## src/rtl/judge3_vote_panel.sv

```systemverilog
// Judge panel front end: opens a timed voting window on start, latches each
// judge's button press, and presents the majority verdict over valid/ready.
module judge3_vote_panel #(
  parameter int unsigned WIN_CYCLES = 1000
) (
  input  logic       clk,
  input  logic       rst_n,
  input  logic       start,
  input  logic       btn_a,
  input  logic       btn_b,
  input  logic       btn_c,
  output logic       busy,
  output logic [2:0] votes,
  output logic       res_valid,
  input  logic       res_ready,
  output logic       pass
);

  localparam int unsigned CW = $clog2(WIN_CYCLES + 1);

  typedef enum logic [1:0] {
    IDLE = 2'd0,
    VOTE = 2'd1,
    DONE = 2'd2
  } state_t;

  state_t         state_q, state_nx;
  logic [2:0]     votes_q, votes_nx;
  logic           pass_q, pass_nx;
  logic [CW-1:0]  cnt_q, cnt_nx;
  logic [2:0]     votes_or;
  logic           last_cycle;

  // Sticky vote accumulation including any press on the current cycle.
  assign votes_or   = votes_q | {btn_a, btn_b, btn_c};
  assign last_cycle = (cnt_q == CW'(WIN_CYCLES - 1));

  // State, vote, verdict and window-counter registers.
  always_ff @(posedge clk or negedge rst_n) begin
    if (!rst_n) begin
      state_q <= IDLE;
      votes_q <= '0;
      pass_q  <= 1'b0;
      cnt_q   <= '0;
    end else begin
      state_q <= state_nx;
      votes_q <= votes_nx;
      pass_q  <= pass_nx;
      cnt_q   <= cnt_nx;
    end
  end

  // Next-state logic; verdict is computed from the updated votes on exit
  // so that a press on the exit cycle still counts.
  always_comb begin
    state_nx = state_q;
    votes_nx = votes_q;
    pass_nx  = pass_q;
    cnt_nx   = cnt_q;
    unique case (state_q)
      IDLE: begin
        if (start) begin
          state_nx = VOTE;
          votes_nx = '0;
          pass_nx  = 1'b0;
          cnt_nx   = '0;
        end
      end
      VOTE: begin
        votes_nx = votes_or;
        cnt_nx   = cnt_q + CW'(1);
        if ((votes_or == 3'b111) || last_cycle) begin
          state_nx = DONE;
          pass_nx  = (votes_or[2] & votes_or[1]) |
                     (votes_or[2] & votes_or[0]) |
                     (votes_or[1] & votes_or[0]);
        end
      end
      DONE: begin
        if (res_ready) begin
          state_nx = IDLE;
        end
      end
      default: begin
        state_nx = IDLE;
      end
    endcase
  end

  // Status outputs decoded from the current state.
  always_comb begin
    busy      = (state_q != IDLE);
    res_valid = (state_q == DONE);
    votes     = votes_q;
    pass      = pass_q;
  end

endmodule

```

## config.mk

```make
export PLATFORM = sky130hd
export DESIGN_NAME = judge3_vote_panel
export DESIGN_NICKNAME = d
export VERILOG_FILES = /design/src/rtl/judge3_vote_panel.sv
export SDC_FILE = /design/constraint.sdc
export NUM_CORES = 1
export LEC_CHECK = 0
export CORE_MARGIN = 2
export CORE_UTILIZATION = 45
export DETAILED_ROUTE_END_ITERATION = 7
export DONT_BUFFER_PORTS = 1
export PLACE_DENSITY_LB_ADDON = 0.12
export SYNTH_ARGS = -nofsm -noshare
export SYNTH_HDL_FRONTEND = slang
export SYNTH_SLANG_ARGS = --single-unit
```

## constraint.sdc

```tcl
create_clock -name clk -period 1.7 [get_ports clk]
set_input_delay 0.17 -clock clk [delete_from_list [all_inputs] [get_ports clk]]
set_output_delay 0.17 -clock clk [all_outputs]
set_load 0.005 [all_outputs]
```

==> results by group <==
Detailed routing
  – Max Used Layer: met4
  – DR WL met3: 86 um
  – First-pass detailed-route iteration total: 4
  – Remaining DRCs: 0
  – Met1 Wirelength: 765 um
  – Post-route ant nets: 0
  – Final Routed Wirelength: 1620 um
  – Drt via density: 6.06
  – Met2 WL post-DR: 750 um
  – First DRT Iteration DRCs: 16
  – DR vias: 660
  – Routed length per instance: 14.9 um

Layout
  – Share of layout cells above drive strength 1: 0.155
  – Final core utilization: 0.521
  – Area grow syn2layout: 10.6%
  – Nets: 93
  – Ant. Diodes: 0
  – Fillers: 154

Clock tree
  – Hold_buf cts: 2
  – Clk slew on worst S/H paths: 100 ps
  – CTS root buf: clkbuf_4
  – Resized Gates After CTS: 0
  – TritonCTS Buffers: 3
  – H-tree depth: 1
  – Post-CTS Setup Bufs: 0
  – Clock buffer depth: 2
  – Clk sinks: 16
  – Clk_lat worst skew: 290 ps
  – CTS tree: built

STA
  – Fmax: 655 MHz
  – RSZ-0062 raised after global routing: false
  – Measured slew at the worst slew-check pin: 730 ps
  – Setup_tns: 0 ps
  – Hold Slack: 42.1 ps
  – Period utilisation layout: 0.898
  – Endpoints failing hold: 0
  – Layout Skew: 1.70 ps
  – Slew Limit Headroom: 0.512
  – Final setup vio count: 0
  – Final Max Tran Viols: 0
  – Final Critical Period: 1530 ps

Power and ir drop
  – VDD IR-drop max: 0.851 mV
  – Pwr dens: 1460 nW/um^2
  – Tot Pwr: 1.30 mW
  – Leak: 0.378 nW

Synthesis
  – Yosys cell types: 27
  – Synthesized net count: 87
  – Compound-Gate Fraction of Synth Area: 0.191
  – Adder-cell share of the synthesized area: 0.0156
  – Seq cells post-synth: 16
  – Post-synthesis mux area share: 0.0622
  – Simple-Gate Fraction of Synth Area: 0.216
  – Synth Area in XOR/XNOR: 0
  – Cells after synthesis: 79
  – Synth Area per Inst: 10.2 sq um
  – Ys Warns: 0
  – Mapped Area: 805 sq um
  – Largest family of logic cells by synthesized area: simple AND/OR/NAND/NOR gates
  – Seq/Total Area, Yosys: 0.498

Critical path
  – Startpoint Class: flip-flop
  – R2R depth: 5
  – Worst R2R Setup Slack: 170 ps
  – Worst Path Arrival: 1700 ps
  – Data required time of the worst path: 1870 ps
  – CP startpoint: cnt_q[0]$_DFFE_PN0P_
  – Terminus of the critical flop-to-flop path: pass$_DFFE_PN0P_
  – CP max FO: 5
  – WS Path Type: flip-flop to flip-flop
  – Critical path endpoint category: flip-flop
  – R2R Path Start: cnt_q[0]$_DFFE_PN0P_

Placement
  – Gpl congestion: 0.754
  – DPL Wire Length: 1160 um
  – I/O Buffers: 0

Flow run
  – Max-cap violations: 0

Worst hold path
  – HP Class: input port to flip-flop
  – Min-delay src: btn_b
  – Hold endpoint: votes[1]$_DFFE_PN0P_
  – Worst Hold Depth: 2

Floorplanning
  – Die extent in y: 46.3 um
  – Std-Cell Core Area: 1710 sq um
  – Die Width: 46.3 um
  – Num ports: 13
  – Die area: 2140 sq um
  – Row cnt: 15
  – Starting Density: 0.471

Global route
  – Gr usage total: 0.182
  – GRT overflow: 0
  – Vias in the first global route: 583
  – Global-route wire length before repair: 2690 um
  – Largest net degree at the start of global routing: 17
  – Initial antenna violation count: 0

Status
  – Status: complete, no violations
## registers in the layout (all words and copies together), names as in the netlist
signal,flops
state_q,2
votes,3
pass,1
cnt_q,10
## power breakdown
part	leakage, nW	internal [mW]	switching (mW)
Clock	0.0210	0.131	0.128
Sequential	0.212	0.482	0.122
Combinational	0.145	0.187	0.251
Total	0.378	0.800	0.501
## metrics by stage
stage | cells | worst slack [ps] | area [sq um]
2_1_floorplan | 79 | 370 | 805
3_3_place_gp | 103 | 176 | 833
3_5_place_dp | 103 | 190 | 833
4_1_cts | 109 | 179 | 890
5_1_grt | 109 | 49.6 | 890
6_report | 109 | 174 | 890
## layer usage
metal	vias up	GRT usage
li1	306	-
met1	334	0.245
met2	17	0.256
met3	3	0.0667
met4	0	0.0857
met5	-	0
## layout by cell type, fill, tap and decap left out
| master | Yosys | routed |
|---|---|---|
| a21o_1 | 1 | 1 |
| a21oi_1 | 6 | 6 |
| a22o_1 | 2 | 2 |
| a22o_2 | 1 | 1 |
| buf_4 | 0 | 1 |
| clkbuf_4 | 0 | 3 |
| clkbuf_8 | 0 | 1 |
| dfrtp_1 | 16 | 16 |
| dlygate4sd3_1 | 0 | 2 |
| ha_1 | 1 | 1 |
| inv_1 | 1 | 1 |
| mux2i_1 | 5 | 5 |
| nand2_1 | 11 | 11 |
| nand2b_4 | 1 | 1 |
| nand3_1 | 4 | 4 |
| nand4_1 | 2 | 2 |
| nand4_2 | 1 | 1 |
| nand4b_1 | 1 | 1 |
| nor2_1 | 5 | 5 |
| nor2b_2 | 1 | 1 |
| nor3_1 | 3 | 3 |
| nor3_2 | 1 | 1 |
| o211ai_1 | 2 | 2 |
| o21ai_0 | 4 | 4 |
| o22ai_1 | 1 | 1 |
| o31ai_1 | 3 | 3 |
| o32ai_2 | 1 | 1 |
| o41ai_1 | 1 | 1 |
| or2_2 | 2 | 2 |
## worst max-delay path, cell delays in order (launching register included)
cell and delay [ps]:
dfrtp_1 410, ha_1 280, nand4_2 150, o32ai_2 290
nand2_1 150, mux2i_1 140
## area by class of cell
| cell class | instances | area, sq um | area share |
|---|---|---|---|
| multi-input cells | 60 | 390 | 0.439 |
| flip-flops and latches | 16 | 400 | 0.450 |
| repair buffers | 3 | 27.5 | 0.0309 |
| clock buffers | 4 | 36.3 | 0.0408 |
| well taps | 25 | 31.3 | 0.0352 |
| inverters | 1 | 3.75 | 0.00422 |
## logic make-up (layout without fill, tap and decap cells)
group,after synthesis,in the layout
AND/OR/NAND/NOR,32,32
AO/OA/AOI/OAI,22,22
flip-flops,16,16
multiplexers,5,5
buffers and inverters,3,8
adder cells (fa/ha/maj),1,1
## Yosys cell counts, drive strengths merged
cell / instances / area, sq um
nand2b: 1 / 13.8
o41ai: 1 / 8.76
o32ai: 1 / 16.3
nand4: 3 / 25.0
nand3: 4 / 20.0
o21ai: 4 / 20.0
nor2b: 1 / 8.76
a21o: 1 / 7.51
a21oi: 6 / 30.0
o22ai: 1 / 6.26
nand2: 11 / 41.3
o211ai: 2 / 15.0
ha: 1 / 12.5
a22o: 3 / 27.5
dfrtp: 16 / 400
nor3: 4 / 25.0
o31ai: 3 / 22.5
inv: 1 / 3.75
clkbuf: 1 / 5.00
nand4b: 1 / 8.76
nor2: 5 / 18.8
or2: 2 / 12.5
mux2i: 5 / 50.1
buf: 1 / 5.00
## worst max path at each step
| stage | to | slack (ps) | cells past startpoint |
|---|---|---|---|
| 6_report | pass$_DFFE_PN0P_ | 170 | 5 |
| 5_1_grt | pass$_DFFE_PN0P_ | 50 | 5 |
| 4_1_cts | pass$_DFFE_PN0P_ | 180 | 5 |
| 3_5_place_dp | pass$_DFFE_PN0P_ | 190 | 5 |
| 3_3_place_gp | pass$_DFFE_PN0P_ | 180 | 5 |
| 2_1_floorplan | pass$_DFFE_PN0P_ | 370 | 5 |
Note: power is estimated with default switching activity, not from simulation.
